## src/rtl/ram_port_arbiter.sv

```systemverilog
// rtl/ram_port_arbiter.sv - round-robin sequencer sharing one multi-cycle RAM between two ports
//
// Purpose: arbitrates a read-only fetch port (A) and a read/write data port (B)
// onto a single RAM with an en/we/addr/wdata request and a one-cycle finish
// pulse. One access is outstanding at a time. A watchdog aborts accesses that
// never finish.
//
// Ports:
//   clk, rst          system clock, synchronous active-low reset
//   req_a, addr_a     port A read request and address (held until ack_a)
//   ack_a, rdata_a    port A one-cycle completion pulse and read data
//   req_b, we_b,      port B request, write enable, address and write data
//   addr_b, wdata_b   (held until ack_b)
//   ack_b, rdata_b    port B one-cycle completion pulse and read data
//   resp_err          high alongside ack_x when that access timed out
//   err_sticky        set on any timeout, cleared only by reset
//   mem_en, mem_we,   RAM request, held stable for the whole access
//   mem_addr,
//   mem_wdata
//   mem_rdata,        RAM read data and completion pulse
//   mem_finish
module ram_port_arbiter #(
  parameter int TIMEOUT = 64,
  parameter int CNT_W   = 16
) (
  input  logic        clk,
  input  logic        rst,
  input  logic        req_a,
  input  logic [31:0] addr_a,
  output logic        ack_a,
  output logic [31:0] rdata_a,
  input  logic        req_b,
  input  logic        we_b,
  input  logic [31:0] addr_b,
  input  logic [31:0] wdata_b,
  output logic        ack_b,
  output logic [31:0] rdata_b,
  output logic        resp_err,
  output logic        err_sticky,
  output logic        mem_en,
  output logic        mem_we,
  output logic [31:0] mem_addr,
  output logic [31:0] mem_wdata,
  input  logic [31:0] mem_rdata,
  input  logic        mem_finish
);

  typedef enum logic [1:0] {
    S_IDLE = 2'd0,
    S_BUSY = 2'd1,
    S_RESP = 2'd2
  } state_t;

  localparam logic [CNT_W-1:0] LP_CNT_LAST = CNT_W'(TIMEOUT - 1);

  state_t           r_state;
  logic             r_last_b;     // 1 when port B won the most recent grant
  logic             r_sel_b;      // port owning the current access
  logic             r_ack_a;
  logic             r_ack_b;
  logic             r_resp_err;
  logic             r_err_sticky;
  logic             r_mem_en;
  logic             r_mem_we;
  logic [31:0]      r_mem_addr;
  logic [31:0]      r_mem_wdata;
  logic [31:0]      r_rdata_a;
  logic [31:0]      r_rdata_b;
  logic [CNT_W-1:0] r_cnt;

  logic w_grant_b;
  logic w_timeout;

  // B wins when it is the only requester, or on a tie when A won last time.
  assign w_grant_b = req_b & (~req_a | r_last_b == 1'b0);
  assign w_timeout = (r_cnt == LP_CNT_LAST);

  always_ff @(posedge clk) begin
    if (!rst) begin
      r_state      <= S_IDLE;
      r_last_b     <= 1'b1;
      r_sel_b      <= 1'b0;
      r_ack_a      <= 1'b0;
      r_ack_b      <= 1'b0;
      r_resp_err   <= 1'b0;
      r_err_sticky <= 1'b0;
      r_mem_en     <= 1'b0;
      r_mem_we     <= 1'b0;
      r_mem_addr   <= '0;
      r_mem_wdata  <= '0;
      r_rdata_a    <= '0;
      r_rdata_b    <= '0;
      r_cnt        <= '0;
    end else begin
      // ack and resp_err are single-cycle pulses raised only on entry to RESP.
      r_ack_a    <= 1'b0;
      r_ack_b    <= 1'b0;
      r_resp_err <= 1'b0;
      case (r_state)
        S_IDLE: begin
          if (req_a || req_b) begin
            r_sel_b     <= w_grant_b;
            r_last_b    <= w_grant_b;
            r_mem_we    <= w_grant_b & we_b;
            r_mem_addr  <= w_grant_b ? addr_b : addr_a;
            r_mem_wdata <= w_grant_b ? wdata_b : '0;
            r_mem_en    <= 1'b1;
            r_cnt       <= '0;
            r_state     <= S_BUSY;
          end
        end
        S_BUSY: begin
          r_cnt <= r_cnt + CNT_W'(1);
          // finish takes priority over a timeout landing in the same cycle
          if (mem_finish) begin
            if (!r_mem_we) begin
              if (r_sel_b) begin
                r_rdata_b <= mem_rdata;
              end else begin
                r_rdata_a <= mem_rdata;
              end
            end
            r_mem_en <= 1'b0;
            r_mem_we <= 1'b0;
            r_ack_a  <= ~r_sel_b;
            r_ack_b  <= r_sel_b;
            r_state  <= S_RESP;
          end else if (w_timeout) begin
            r_err_sticky <= 1'b1;
            r_resp_err   <= 1'b1;
            r_mem_en     <= 1'b0;
            r_mem_we     <= 1'b0;
            r_ack_a      <= ~r_sel_b;
            r_ack_b      <= r_sel_b;
            r_state      <= S_RESP;
          end
        end
        S_RESP: begin
          r_cnt   <= '0;
          r_state <= S_IDLE;
        end
        default: begin
          r_state <= S_IDLE;
        end
      endcase
    end
  end

  assign ack_a      = r_ack_a;
  assign ack_b      = r_ack_b;
  assign rdata_a    = r_rdata_a;
  assign rdata_b    = r_rdata_b;
  assign resp_err   = r_resp_err;
  assign err_sticky = r_err_sticky;
  assign mem_en     = r_mem_en;
  assign mem_we     = r_mem_we;
  assign mem_addr   = r_mem_addr;
  assign mem_wdata  = r_mem_wdata;

endmodule
```

## config.mk

```make
export PLATFORM = sky130hd
export DESIGN_NAME = ram_port_arbiter
export DESIGN_NICKNAME = d
export VERILOG_FILES = /design/src/rtl/ram_port_arbiter.sv
export SDC_FILE = /design/constraint.sdc
export NUM_CORES = 1
export LEC_CHECK = 0
export ABC_CLOCK_PERIOD_IN_PS = 1600
export CAP_MARGIN = 20
export CORE_MARGIN = 4
export CORE_UTILIZATION = 38
export DETAILED_ROUTE_END_ITERATION = 16
export PLACE_DENSITY = 0.87
export REMOVE_ABC_BUFFERS = 1
export SLEW_MARGIN = 20
export SYNTH_ARGS = -nofsm -noshare
export SYNTH_HDL_FRONTEND = slang
export SYNTH_SLANG_ARGS = --single-unit
```

## constraint.sdc

```tcl
create_clock -name clk -period 1.6 [get_ports clk]
set_input_delay 0.4 -clock clk [delete_from_list [all_inputs] [get_ports clk]]
set_output_delay 0.4 -clock clk [all_outputs]
set_load 0.005 [all_outputs]
```

==> metrics.cfg, run 1 <==
[critical_path]
cp.required_ns = 1.90
max_stage_delay_ns = 0.35
rr_endpoint = r_cnt[8]
worstPathArrival_ns = 1.84
cp_num_buf_inv = 2
r2r_start = r_cnt[1]
crit_family = flip-flops
crit_path_max_fanout = 4
worstSetupPathType = reg -> reg
reg2reg_slack_ns = 0.06
crit_top_cell = buf_4
setup.worst_path.end_class = register
reg2reg_depth = 7
cp-start-kind = register
crit_chain = ha_4 -> nand3_4 -> buf_4 -> buf_4 -> nor3_4 -> o22ai_1 -> a22o_1
crit_path_top_delay_cell = dfxtp_2

[sta]
slew_viol_final = 0
layout_setup_ws_ns = 0.0586
fin_tns_setup_ns = 0
post-route-min-period_ns = 1.54
hold_slack_ns = 0.451
maxSlewHeadroom = 0.771
max_freq_mhz = 649
rsz0062_at_grt = no
clock_skew_ns = 0.00865
hold_violations = 0
fin_crit_sh = 0.963
worst_slew_pin_slew_ns = 0.340
setup_viol = 0

[finish]
final_layout_size_suffix_gt1_frac = 0.139
syn_to_final_growth_pct = 65.3
final_common_cell = nand2_1
layout_common_cells = nand2_1, dfxtp_1, dlygate4sd2_1
nets = 1113

[placed_design]
dp_hpwl_mm = 13.8
dp_slack_ns = -0.400
port_buffers = 267
gp_congestion = 0.859

[synth]
synth_seq_area_share = 0.519
synth-edff-count = 0
synth_area_leaders = dfxtp_1, nand2_1, a21oi_1, mux2i_1, nor2_1
synth_warnings = 0
synth_top_cell_by_area = dfxtp_1
yosys_register_bits = 154
synth_top_area_share = 0.519
synthDistinctLibCells = 48
syn_area_per_cell_um2 = 8.63
synthCells = 688
netlist_area_um2 = 5940
synth_ff_type = dfxtp_1
async_flop_share = 0

[power_and_ir_drop]
swShare = 0.274
p_per_area_nw_per_um2 = 991
power_frac_comb = 0.175
vdd_drop_max_mv = 0.739
clock_power_share = 0.396
p_seq_frac = 0.429
power.switching_mw = 2.66
total_power_mw = 9.73
p_leak_nw = 4.22
internal-power_mw = 7.06

[flow_run]
drv_cap = 0

[detailed_routing]
vias = 6069
wl_per_cell_um = 15.6
drt-pass1-iter-count = 5
vias_per_cell = 5.04
drtIter0Drc = 235
drt-total-wl_mm = 18.8
detail-route-antenna-nets = 0
drc = 0

[floorplanning]
dieArea_um2 = 17700
core_area_um2 = 15300
initial_core_util = 0.389
pin_count = 268
die_h_um = 133
num_rows = 45
die_w_um = 133

[clock_network]
clock_latency_ns = 0.42
cts_buffers = 17
cts.path.max_buffers = 2
clk_pin_slew_ns = 0.07
root_buffer = clkbuf_16
cts_tree = yes
cts_hold_buf = 0
clock_sinks = 154
cts.htree.levels = 4

[outcome]
outcome = finished, final reports clean

[min_path]
hold-path-endpoint = rdata_b[3]
hold_start = rdata_b[3]
hold_path_depth = 2
holdCritPathClass = reg -> reg

[grt]
grt_pass1_wl_mm = 29.5
grt_max_degree = 40
track_usage = 0.205
grt_antenna_before_repair = 1
grt-ovfl-total = 0
grt_pass1_vias = 6040

-- layout make-up --
cell class / count / area [µm²]
diodes: 1 / 2.50
clock buffers: 17 / 425
clock inverters: 15 / 159
fillers: 1265 / 5440
inverters: 4 / 17.5
multi-input cells: 474 / 2710
flip-flops and latches: 154 / 3100
well taps: 211 / 264
repair buffers: 327 / 3140
-- metal layers --
metal,part of all wire,global-route usage
met1,0.39,0.224
met2,0.51,0.360
met3,0.076,0.0692
met4,0.024,0.0924
met5,0,0
-- cell families after synthesis --
logic type	count (synthesis)	share of synthesized area
flip-flops	154	0.519
buffers and inverters	60	0.0453
AND/OR/NAND/NOR	266	0.192
adder cells (fa/ha/maj)	1	0.00211
AO/OA/AOI/OAI	173	0.184
multiplexers	34	0.0577
-- worst max-delay path by stage --
stage / from / to / slack, ns / depth (start not counted)
2_1_floorplan: req_b / mem_wdata[0] / -3.64 / 4
3_3_place_gp: req_a / r_cnt[3] / -0.37 / 4
3_5_place_dp: req_a / r_cnt[3] / -0.40 / 4
4_1_cts: r_cnt[1] / r_cnt[12] / 0.01 / 5
5_1_grt: r_cnt[1] / mem_we / 0.002 / 7
6_report: r_cnt[1] / r_cnt[8] / 0.06 / 7
-- flip-flops by register name, summed over array words and instances (netlist names) --
signal	count
r_cnt	16
resp_err	1
r_sel_b	1
mem_addr	32
r_last_b	1
rdata_b	32
rdata_a	32
ack_b	1
ack_a	1
mem_we	1
err_sticky	1
r_state	2
mem_en	1
mem_wdata	32
-- power groups by stage --
stage	Sequential [mW]	Combinational, mW	Clock (mW)
3_5_place_dp	4.26	1.80	0
3_3_place_gp	4.25	1.76	0
6_report	4.18	1.70	3.85
2_1_floorplan	4.28	0.616	0
5_1_grt	4.20	1.84	4.12
4_1_cts	4.18	1.67	3.95
-- worst register-to-register path, cell delays in order (launching register included) --
cell and delay, ns:
dfxtp_2 0.35, ha_4 0.16, nand3_4 0.09, buf_4 0.16, buf_4 0.14, nor3_4 0.20, o22ai_1 0.11, a22o_1 0.23
-- Yosys cell counts, types with 3 or more instances --
master	n
nand4_1	6
a211oi_1	33
a21oi_1	74
a22o_1	3
a311oi_1	3
a22oi_1	33
buf_1	5
nand3_1	7
nor4_1	5
mux2i_1	32
clkbuf_1	23
or4_1	3
buf_2	26
nand2_1	141
nor3_1	9
o21ai_0	13
dfxtp_1	154
nor2_1	77
-- metrics by stage --
| stage | cell area, µm² | util | cells |
|---|---|---|---|
| final | 9820 | 0.643 | 1203 |
| after global routing | 9820 | 0.643 | 1203 |
| after CTS | 9720 | 0.637 | 1201 |
| after detailed placement | 9250 | 0.606 | 1167 |
| after global placement | 9250 | 0.606 | 1167 |
| after floorplan | 5690 | - | 632 |
-- timing repair --
item / in CTS / in global routing
pin swaps: 4 / 3
endpoints found under the setup margin: 160 / 44
cloned: 0 / 1
resized for setup: 152 / 21
setup buffers: 2 / 0
Power figures use the tool's default switching activity.
==> run 2: changes to the inputs <==
--- a/config.mk
+++ b/config.mk
@@ -8,10 +8,11 @@
 export ABC_CLOCK_PERIOD_IN_PS = 1600
 export CAP_MARGIN = 20
 export CORE_MARGIN = 4
-export CORE_UTILIZATION = 38
+export CORE_UTILIZATION = 35
 export DETAILED_ROUTE_END_ITERATION = 16
-export PLACE_DENSITY = 0.87
+export PLACE_DENSITY = 0.82
 export REMOVE_ABC_BUFFERS = 1
+export SETUP_SLACK_MARGIN = 0.1
 export SLEW_MARGIN = 20
 export SYNTH_ARGS = -nofsm -noshare
 export SYNTH_HDL_FRONTEND = slang
==> metrics.cfg, run 2 (synthesized netlist as in run 1, its figures left out) <==
[finish]
fin_util = 0.630
fillerInstances = 1352
seqCellArea_um2 = 3130
multi_input_area_um2 = 3110
final_layout_size_suffix_gt1_frac = 0.239
syn_to_final_growth_pct = 75.9
antennaDiodeCount = 0
layout_common_cells = dlygate4sd2_1, clkdlybuf4s50_1, dfxtp_1
final_common_cell = dlygate4sd2_1
nets = 1126
stdcell_area_um2 = 10400

[critical_path]
setup.worst_path.end_class = register
cp-start-kind = register
r2r_start = r_cnt[11]
rr_endpoint = r_cnt[12]
crit_path_max_fanout = 5
reg2reg_slack_ns = -0.02
worstSetupPathType = reg -> reg
max_stage_delay_ns = 0.55
crit_chain = nand3_1 -> or4_4 -> or3_1 -> a21oi_2
worstPathArrival_ns = 1.97
cp_num_buf_inv = 0
crit_path_top_delay_cell = or4_4
cp.required_ns = 1.94
reg2reg_depth = 4
crit_family = simple AND/OR/NAND/NOR gates

[floorplanning]
die_h_um = 138
core_area_um2 = 16600
pin_count = 268
num_rows = 47
die_w_um = 138
initial_core_util = 0.358
dieArea_um2 = 19100

[sta]
clock_skew_ns = 0.0120
fin_crit_sh = 1.01
hold_slack_ns = 0.450
worst_slew_pin_slew_ns = 0.404
max_freq_mhz = 616
post-route-min-period_ns = 1.62
slew_viol_final = 0
setup_viol = 1
hold_violations = 0
fin_tns_setup_ns = -0.0228
layout_setup_ws_ns = -0.0228
maxSlewHeadroom = 0.728
rsz0062_at_grt = yes

[placed_design]
post_dp_cell_area_um2 = 9220
dp_slack_ns = -0.433
dp_hpwl_mm = 13.9
gp_congestion = 0.879
port_buffers = 267

[grt]
track_usage = 0.203
grt_max_degree = 41
grt_pass1_wl_mm = 32.1
grt-ovfl-total = 0
grt_pass1_vias = 6347
grt_antenna_before_repair = 0

[detailed_routing]
vias = 6354
drt-pass1-iter-count = 5
drt-total-wl_mm = 20.8
detail-route-antenna-nets = 0
vias_per_cell = 5.19
wl_per_cell_um = 17.0
drc = 0
drtIter0Drc = 235

[min_path]
holdCritPathClass = reg -> reg
hold_start = rdata_a[15]
hold_path_depth = 2
hold-path-endpoint = rdata_a[15]

[power_and_ir_drop]
internal-power_mw = 7.48
clock_power_share = 0.406
p_per_area_nw_per_um2 = 969
swShare = 0.261
p_seq_frac = 0.414
p_leak_nw = 4.43
vdd_drop_max_mv = 0.681
power_frac_comb = 0.180
power.switching_mw = 2.64

[clock_network]
cts_hold_buf = 0
cts_tree = yes
cts.path.max_buffers = 2
clk_pin_slew_ns = 0.07
cts.htree.levels = 4
clock_latency_ns = 0.41
root_buffer = clkbuf_16
cts_buffers = 17
clock_sinks = 154

[outcome]
outcome = complete, but fails checks
violations = negative setup slack

[flow_run]
drv_cap = 0

## run 2: worst max-delay path by stage
stage / to / cells after the start / start
2_1_floorplan: mem_wdata[0] / 4 / req_b
3_3_place_gp: rdata_b[11] / 6 / mem_finish
3_5_place_dp: rdata_b[21] / 6 / mem_finish
4_1_cts: r_cnt[12] / 5 / r_cnt[1]
5_1_grt: rdata_b[10] / 6 / r_state[1]
6_report: r_cnt[12] / 4 / r_cnt[11]
## run 2: power groups by stage
stage / registers, mW / clock network, mW / logic [mW]
finish: 4.19 / 4.11 / 1.82
global placement: 4.26 / 0 / 1.76
CTS: 4.19 / 4.21 / 1.75
global route: 4.21 / 4.39 / 1.97
detailed placement: 4.27 / 0 / 1.79
floorplan: 4.28 / 0 / 0.616
## run 2: area by class of cell
type / instances / share of cell area
clock inverters: 13 / 0.0149
multi-input cells: 474 / 0.298
well taps: 220 / 0.0263
flip-flops and latches: 154 / 0.300
repair buffers: 340 / 0.316
inverters: 4 / 0.00168
clock buffers: 19 / 0.0434
## run 2: metal layers
metal	GRT usage	wire length (µm)	up-vias
li1	-	-	3009
met1	0.229	7850	2977
met2	0.340	10300	307
met3	0.0718	1940	61
met4	0.0988	791	0
met5	0	0	-
## run 2: metrics by stage
step	cells	power, mW
6_report	1224	10.1
2_1_floorplan	632	4.90
3_3_place_gp	1176	6.02
4_1_cts	1217	10.1
5_1_grt	1224	10.6
3_5_place_dp	1176	6.06
## run 2: timing repair
action / in CTS / in global routing
cloned: 4 / 2
resized for setup: 268 / 48
setup endpoints to repair: 248 / 102
buffers inserted: 5 / 5
pin swaps: 52 / 12
## run 2: tightest hold or removal path: stages, from the launching register on
cell,delay [ns]
dfxtp_1,0.31
nand2_1,0.05
a21oi_1,0.05
==> run 3: changes to the inputs <==
==> constraint.sdc (replaced) <==
create_clock -name clk -period 1.6 [get_ports clk]
set_input_delay 0.4 -clock clk [delete_from_list [all_inputs] [get_ports clk]]
set_output_delay 0.4 -clock clk [all_outputs]
set_load 0.01 [all_outputs]
==> metrics.cfg, run 3 (synthesized netlist as in run 1, its figures left out) <==
[detailed_routing]
wl_per_cell_um = 17.0
drtIter0Drc = 279
drt-pass1-iter-count = 5
vias_per_cell = 5.09
vias = 6249
drc = 0
detail-route-antenna-nets = 0
drt-total-wl_mm = 20.9

[grt]
use_met3 = 0.0753
use_met1 = 0.223
grt_util_met2 = 0.339
grt_max_degree = 37
grt_pass1_vias = 6102
top_usage_layer = met2
grt_antenna_before_repair = 0
track_usage = 0.197
grt_pass1_wl_mm = 31.1
grt-ovfl-total = 0

[clock_network]
clock_latency_ns = 0.42
cts_buffers = 17
clk_pin_slew_ns = 0.07
root_buffer = clkbuf_16
clock_sinks = 154
cts_tree = yes
cts.htree.levels = 4
cts.path.max_buffers = 2

[floorplanning]
die_h_um = 138
pin_count = 268
num_rows = 47
initial_core_util = 0.358
core_area_um2 = 16600
dieArea_um2 = 19100
die_w_um = 138

[sta]
post-route-min-period_ns = 1.54
fin_tns_setup_ns = 0
setup_viol = 0
maxSlewHeadroom = 0.713
hold_slack_ns = 0.450
slew_viol_final = 0
worst_slew_pin_slew_ns = 0.427
fin_crit_sh = 0.962
hold_violations = 0
clock_skew_ns = 0.0122
max_freq_mhz = 649
rsz0062_at_grt = yes

[finish]
multi_input_area_um2 = 2850
antennaDiodeCount = 0
nets = 1129
final_common_cell = nand2_1
stdcell_area_um2 = 10200
seqCellArea_um2 = 3120
syn_to_final_growth_pct = 72.2
fin_util = 0.617
finalNonFillerCells = 1227
fillerInstances = 1399
layout_common_cells = nand2_1, dfxtp_1, clkdlybuf4s50_1
final_layout_size_suffix_gt1_frac = 0.173

[critical_path]
worstSetupPathType = reg -> reg
crit_path_max_fanout = 5
cp.required_ns = 1.95
r2r_start = r_cnt[10]
worstPathArrival_ns = 1.89
cp-start-kind = register
rr_endpoint = r_cnt[12]
setup.worst_path.end_class = register
reg2reg_slack_ns = 0.06
reg2reg_depth = 4

[placed_design]
dp.cells = 1176
post_dp_cell_area_um2 = 9230
dp_hpwl_mm = 13.9
gp_congestion = 0.886
port_buffers = 267

[min_path]
holdCritPathClass = reg -> reg
hold-path-endpoint = rdata_a[15]
hold_path_depth = 2
hold_start = rdata_a[15]

[power_and_ir_drop]
vdd_drop_max_mv = 0.721
p_leak_nw = 4.35
p_per_area_nw_per_um2 = 991

[flow_run]
drv_cap = 0

[outcome]
outcome = finished, final reports clean

[run 3: cell types whose count changed in the layout (fill, tap and decap cells not counted), moves of 17 or more]
cell	delta
nand2_1	+34
nand2_4	-24
dfxtp_2	-20
dlygate4sd2_1	-17
a21oi_1	+28
a21oi_2	-27
[run 3: worst max-delay path, cell delays in order (launching register included)]
cell	delay (ns)
dfxtp_4	0.38
nand3_1	0.10
or4_4	0.56
or3_1	0.32
a21oi_1	0.12
[run 3: what timing repair did]
action | in CTS | in global routing
setup buffers | 2 | 7
setup endpoints to repair | 236 | 141
resized for setup | 170 | 68
hold buffers | 0 | 0
pin swaps | 4 | 8
gates cloned | 3 | 7
[run 3: worst max path at each step]
stage          cells after the start  slack, ns      endpoint        from
2_1_floorplan                      4      -3.64  mem_wdata[0]       req_b
3_3_place_gp                       6      -0.39   rdata_b[11]  mem_finish
3_5_place_dp                       6      -0.44   rdata_b[19]  mem_finish
4_1_cts                            6       0.07   mem_addr[4]  r_state[1]
5_1_grt                            6       0.05     r_cnt[10]    r_cnt[0]
6_report                           4       0.06     r_cnt[12]   r_cnt[10]
[run 3: final cells by class]
| cell class | instances | share of cell area |
|---|---|---|
| repair buffers | 343 | 0.330 |
| flip-flops and latches | 154 | 0.305 |
| multi-input cells | 474 | 0.279 |
| clock buffers | 18 | 0.0420 |
| well taps | 220 | 0.0269 |
| clock inverters | 14 | 0.0152 |
| inverters | 4 | 0.00171 |
[run 3: metal layers]
metal	share of wire	up-vias
met1	0.40	2931
li1	-	3013
met4	0.028	0
met3	0.081	43
met2	0.49	262
met5	0	-
[run 3: stage by stage]
stage / power, mW / setup slack, ns
6_report: 10.1 / 0.0601
5_1_grt: 10.6 / 0.0543
4_1_cts: 10.1 / 0.0705
2_1_floorplan: 4.98 / -3.64
3_5_place_dp: 6.14 / -0.439
3_3_place_gp: 6.11 / -0.388
[run 3: power breakdown]
| group | leakage, nW | switching, mW | internal [mW] | total [mW] |
|---|---|---|---|---|
| Combinational | 2.80 | 0.927 | 1.05 | 1.98 |
| Sequential | 1.27 | 0.126 | 4.05 | 4.18 |
| Clock | 0.282 | 1.78 | 2.21 | 3.99 |
==> RTL edit 1: new RTL, flow settings as in run 1 <==
The 3 states of `state_t` get a one-hot encoding in 3 bits.
--- a/src/rtl/ram_port_arbiter.sv
+++ b/src/rtl/ram_port_arbiter.sv
@@ -46,8 +46,8 @@
 );
 
-  typedef enum logic [1:0] {
-    S_IDLE = 2'd0,
-    S_BUSY = 2'd1,
-    S_RESP = 2'd2
+  typedef enum logic [2:0] {
+    S_IDLE = 3'b001,
+    S_BUSY = 3'b010,
+    S_RESP = 3'b100
   } state_t;
 
Check against the original RTL: no difference found for any inputs over 4 cycles, from zero or initial values and one cycle with rst low; so few cycles prove little.
==> RTL edit 1 against run 1 <==
Largest cell class unchanged. Count of clock-buffer cells in the layout stayed put. Total power hardly changed. Combinational power is 3% higher. Final area is 7.4% higher. Highest routed layer unchanged. Cell count is 0.33% higher. The flow now finishes with violations (negative setup slack). Setup slack worse by 0.22 ns. Area after synthesis is 4.2% higher. Via count is 1.2% higher. Sequential cell count is 1 higher. Wire length is 13% higher.
==> RTL edit 1: results (changes against run 1) <==
The run finished, with violations left. The final reports fail on negative setup slack. The count of unique library cells instantiated by Yosys is 39 (-19%). The number of vias after detailed routing is 6140 (+1.2%). On the critical path, the stage with the largest delay is an instance of sky130_fd_sc_hd__or4_4. The arithmetic-cell share of the synthesized area counting full adders, half adders and majority gates came out at 0.202% (-0.0084 points). In this run the most critical hold path is launched from rst.

The total number of yosys warnings is 0 (unchanged). The data arrival time of the critical path is 2.12 ns (+0.28 ns). By area the synthesized netlist is led by sky130_fd_sc_hd__dfxtp_1 50%, sky130_fd_sc_hd__nand2_1 10%, sky130_fd_sc_hd__o211a_1 5.3%. The post-place instance area came out at 9340 µm² (+1.0%).

The depth of the CTS H-tree came out at 4 (unchanged). The number of global-route vias before repair came out at 6027 (-0.22%). The detailed-route wire length came out at 21.3 mm (+13%).

The compound-cell area share of the yosys netlist came to 19.2% (+0.82 points). The largest net degree at the start of global routing is 84 (+110%). The global router's overall resource usage was 20.0% (-0.52 points).

The met1 routing resource usage after global routing is 21.6% (-0.74 points). The worst max-slew margin expressed relative to the limit is 74.9% (-2.3 points). The clock buffer count from CTS is 17 (unchanged). The final estimated routing congestion in global placement is 0.837 (-2.6%). The clock transition at the registers of the reported paths is 0.07 ns (about the same). The vias per cell came out at 5.09 (+0.83%). The count of endpoints failing setup in the final report came to 52 (+52).

The root buffer cell chosen for the clock tree is sky130_fd_sc_hd__clkbuf_16. The mean area per synthesized cell is 9.18 µm² (+6.3%). The start point of the critical path is r_cnt[15].

The xor-xnor portion of the synthesized cell area is 1.42% (+1.4 points). The leakage component of the power is 4.76 nW (+13%). The number of cells in the design after placement came out at 1149 (-1.5%). The clock latency on the worst-skew pair came out at 0.42 ns (about the same). The tightest min-delay check is of the input port to flip-flop type.

The met2 usage in global routing is 35.6% (-0.44 points). In the synthesized netlist, the cells that appear most often are 166 x sky130_fd_sc_hd__nand2_1, 155 x sky130_fd_sc_hd__dfxtp_1, 39 x sky130_fd_sc_hd__a21boi_0. The routing usage on met3 is 6.72% (-0.20 points). The fraction of final layout cells with drive strength greater than 1 came out at 18.7% (+4.7 points).

The setup TNS is -2.08 ns (-2.08 ns). The number of antenna violations at the first check in global routing is 0 (-1). The number of buffers added on ports is 267 (unchanged). The delay of the slowest cell on the worst path was 0.54 ns (+0.19 ns). The async set-reset flop share out of synthesis is 0% (unchanged). The clock tree buffer depth came out at 2 (unchanged).

The global-route wire length before repair is 29.3 mm (-0.63%). The share of the yosys chip area belonging to registers came out at 50.2% (-1.8 points). The largest clock skew in the final design came out at 0.0132 ns (+0.00453 ns). The post-layout worst setup margin is -0.157 ns (-0.216 ns). The multiplexer area fraction after synthesis came out at 5.18% (-0.60 points). The number of antenna-violating nets in the routed design came to 0 (unchanged). The largest voltage drop on the vdd net came out at 701 µV (-5.1%). The HPWL after detailed placement came out at 13.8 mm (-0.36%).

The antenna diode count came out at 0 (-1). The number of design-rule violations left by the first detailed-router iteration came to 277 (+18%).
RTL edit 1: cell count changes after synthesis, moves of 32 or more:
cell and delta:
sky130_fd_sc_hd__nor2b_1 +33, sky130_fd_sc_hd__nor2_1 -57, sky130_fd_sc_hd__a21boi_0 +38, sky130_fd_sc_hd__o211a_1 +32, sky130_fd_sc_hd__a211oi_1 -33, sky130_fd_sc_hd__a21oi_1 -70
RTL edit 1: power breakdown:
group	switching (W)	leakage, nW	total, W	internal [W]
Combinational	0.000749	3.22	0.00175	0.00100
Clock	0.00176	0.272	0.00381	0.00204
Sequential	0.000108	1.27	0.00417	0.00406
Total	0.00262	4.76	0.00973	0.00710
RTL edit 1: timing repair:
| item | CTS | global route |
|---|---|---|
| resized for setup | 187 | 113 |
| buffers inserted | 7 | 7 |
| pin swaps | 9 | 33 |
| cloned | 3 | 10 |
| endpoints found under the setup margin | 173 | 138 |
RTL edit 1: cell families after synthesis:
logic type               count (synthesis)
XOR/XNOR                                10
buffers and inverters                   57
flip-flops                             155
multiplexers                            32
AND/OR/NAND/NOR                        269
AO/OA/AOI/OAI                          150
adder cells (fa/ha/maj)                  1
RTL edit 1: stage by stage:
| step | power (W) | worst slack, ns |
|---|---|---|
| final | 0.00973 | -0.157 |
| after global routing | 0.0101 | -0.230 |
| after CTS | 0.00960 | -0.130 |
| after detailed placement | 0.00589 | -0.480 |
| after global placement | 0.00586 | -0.399 |
| after floorplan | 0.00484 | -3.64 |
RTL edit 1: worst max-delay path: cells and delay by family (launching register included):
| family | cells | cell delay, ns |
|---|---|---|
| AOI/OAI and AO/OA | 1 | 0.27 |
| DFF | 1 | 0.32 |
| and+or+nand+nor | 4 | 1.12 |
RTL edit 1: per-layer routing:
| metal | vias to the layer above | routed length [µm] |
|---|---|---|
| met1 | 2898 | 7880 |
| met5 | - | 0 |
| met2 | 267 | 10900 |
| met4 | 0 | 680 |
| met3 | 47 | 1800 |
| li1 | 2928 | - |
RTL edit 1: final cells by class:
class	count	area, µm²
Tap cell	216	270
Clock buffer	17	425
Inverter	6	22.5
Multi-Input combinational cell	462	3190
Fill cell	1271	5400
Sequential cell	155	3120
Clock inverter	15	134
Timing Repair Buffer	336	3380
RTL edit 1: final timing paths:
check / slack [ns] / end / depth (start not counted)
worst min-delay path: 0.38 / mem_addr[12] / 2
worst max register to register: -0.16 / ack_a / 5
worst min register to register: 0.45 / rdata_b[16] / 2
worst max-delay path: -0.16 / ack_a / 5
==> RTL edit 2: new RTL, flow settings as in run 1 <==
Made on the original files. `CNT_W`: 16 -> 32.
--- a/src/rtl/ram_port_arbiter.sv
+++ b/src/rtl/ram_port_arbiter.sv
@@ -22,5 +22,5 @@
 module ram_port_arbiter #(
   parameter int TIMEOUT = 64,
-  parameter int CNT_W   = 16
+  parameter int CNT_W   = 32
 ) (
   input  logic        clk,
Behaviour: no difference found for any inputs over 4 cycles, from zero or initial values and one cycle with rst low; that may be too few to reach the edited logic, so the function may still have changed.
==> RTL edit 2 against run 1 <==
The run now ends with negative setup slack left. Wire length is 43% higher. Sequential power is 9.6% higher. Combinational power is 19% higher. Via count is 25% higher. Final area is 24% higher. Die area is 20% higher. Total power is 12% higher. Maximum frequency is 12% lower. Critical path depth stayed put. Area after synthesis is 21% higher. Setup slack worse by 0.22 ns. Sequential cell count is 16 higher. Worst hold slack worse by 0.022 ns. Critical path type unchanged. Highest routed layer unchanged.
==> RTL edit 2: results (changes against run 1) <==
The fraction of final layout cells with drive strength greater than 1 is 22.3% (+8.4 points). The async set-reset flop share out of synthesis is 0% (unchanged). The total number of yosys warnings was 0 (unchanged).

By area the synthesized netlist is led by sky130_fd_sc_hd__dfxtp_1 47%, sky130_fd_sc_hd__nand2_1 9.8%, sky130_fd_sc_hd__a21boi_0 5.8%. The number of design-rule violations left by the first detailed-router iteration is 371 (+58%). The number of nets in the layout came out at 1283 (+15%). The fraction of power spent switching nets is 26.5% (-0.86 points). The data arrival time of the critical path is 2.12 ns (+0.28 ns). The number of vias after detailed routing came out at 7580 (+25%). The checks that failed: negative setup slack. The final estimated routing congestion in global placement is 0.858 (-0.16%). The global-route wire length before repair is 37.8 mm (+28%). The number of buffers added on ports came out at 267 (unchanged). The post-place instance area came out at 10700 µm² (+16%). The depth of the CTS H-tree came to 4 (unchanged).

The detailed-router iteration count before antenna repair is 5 (unchanged). The global router's overall resource usage was 21.6% (+1.1 points). The clock tree buffer depth is 2 (unchanged). The slowest stage of the critical path belongs to the cell sky130_fd_sc_hd__or4_1. The post-layout worst setup margin came out at -0.159 ns (-0.217 ns). STA classifies the critical path endpoint as a flip-flop. The clock transition at the registers of the reported paths came out at 0.07 ns (about the same).

The highest net fanout along the worst path was 4 (unchanged). CTS placed an instance of sky130_fd_sc_hd__clkbuf_16 at the clock tree root. The count of unique library cells instantiated by Yosys came to 52 (+8.3%). The number of antenna violations at the first check in global routing is 3 (+2). The count of endpoints failing setup in the final report came out at 36 (+36). The largest net degree at the start of global routing is 67 (+68%). On the critical path the largest part of the delay comes from simple AND/OR/NAND/NOR gates. The commonest cells after synthesis are 188 x sky130_fd_sc_hd__nand2_1, 170 x sky130_fd_sc_hd__dfxtp_1, 56 x sky130_fd_sc_hd__a21boi_0. The commonest register cell after synthesis is sky130_fd_sc_hd__dfxtp_1.

The number of filler instances in the final layout came out at 1391 (+10%). The share of the yosys chip area belonging to registers is 47.3% (-4.6 points). The delay of the slowest cell on the worst path is 0.43 ns (+0.08 ns).

The path class of the tightest hold or removal check is input port to flip-flop. The setup TNS came to -2.02 ns (-2.02 ns). The routed wirelength normalized by instance count came out at 19.1 µm (+23%). The leakage component of the power came out at 5.49 nW (+30%). The clock buffer count from CTS is 17 (unchanged). The largest clock skew in the final design came out at 0.0107 ns (+0.00210 ns). The largest voltage drop on the vdd net is 702 µV (-5.0%). The area of the die came to 21200 µm² (+20%). The HPWL after detailed placement is 16.2 mm (+18%). The sequential cell area is 3450 µm² (+11%). The run finished, with violations left. The worst slack at placement came out at -0.466 ns (-0.0655 ns). The worst max-slew margin expressed relative to the limit was 58.4% (-19 points). The number of global-route vias before repair is 7516 (+24%).

The clock latency on the worst-skew pair was 0.42 ns (about the same).
## RTL edit 2: worst min-delay path: stages
cell and delay [ns]:
sky130_fd_sc_hd__buf_4 0.14, sky130_fd_sc_hd__buf_4 0.19, sky130_fd_sc_hd__nand2_1 0.08
## RTL edit 2: what timing repair did
action,in CTS,in global routing
gates cloned,0,12
gates resized for setup,183,115
hold buffers,0,0
setup buffers,10,14
setup endpoints to repair,165,123
pin swaps,21,32
## RTL edit 2: through the flow
| step | std cells | hold WS (ns) |
|---|---|---|
| 2_1_floorplan | 741 | 0.437 |
| 3_3_place_gp | 1329 | 0.439 |
| 3_5_place_dp | 1329 | 0.443 |
| 4_1_cts | 1370 | 0.387 |
| 5_1_grt | 1398 | 0.411 |
| 6_report | 1399 | 0.429 |
## RTL edit 2: layer usage
layer	vias up	global-route usage, %	part of all wire [%]
li1	3536	-	-
met3	72	7.01	7.5
met2	319	38.1	51
met1	3653	23.0	37
met4	0	11.5	4.6
met5	-	0	0
## RTL edit 2: logic make-up (layout without fill, tap and decap cells)
kind of cell | after synthesis | in the layout | share of synthesized area [%]
and+or+nand+nor | 328 | 328 | 22.9
AOI/OAI and AO/OA | 207 | 207 | 21.4
DFF | 170 | 170 | 47.3
buffers and inverters | 64 | 423 | 3.81
muxes | 32 | 32 | 4.45
adders and majority gates | 1 | 1 | 0.174
other | 0 | 4 | 0
## RTL edit 2: cell type report
cell class                 count  area share, %
multi-input combinational    568           33.0
timing repair buffer         388           30.9
sequential                   170           28.5
clock buffer                  19           3.73
tap                          234           2.41
clock inverter                13           1.31
inverter                       3         0.0928
antenna                        4         0.0825
## RTL edit 2: final timing paths
path / from / to / slack, ns / cells past startpoint
worst max register to register: r_cnt[0] / r_cnt[20] / -0.16 / 7
worst min-delay path: rst / r_last_b / 0.43 / 3
worst min register to register: rdata_a[6] / rdata_a[6] / 0.45 / 2
worst max-delay path: r_cnt[0] / r_cnt[20] / -0.16 / 7
## RTL edit 2: power groups by stage
stage | Combinational, W | Sequential, W | Clock, W
2_1_floorplan | 0.000624 | 0.00468 | 0
3_3_place_gp | 0.00179 | 0.00466 | 0
3_5_place_dp | 0.00182 | 0.00467 | 0
4_1_cts | 0.00171 | 0.00457 | 0.00437
5_1_grt | 0.00217 | 0.00460 | 0.00456
6_report | 0.00203 | 0.00458 | 0.00429
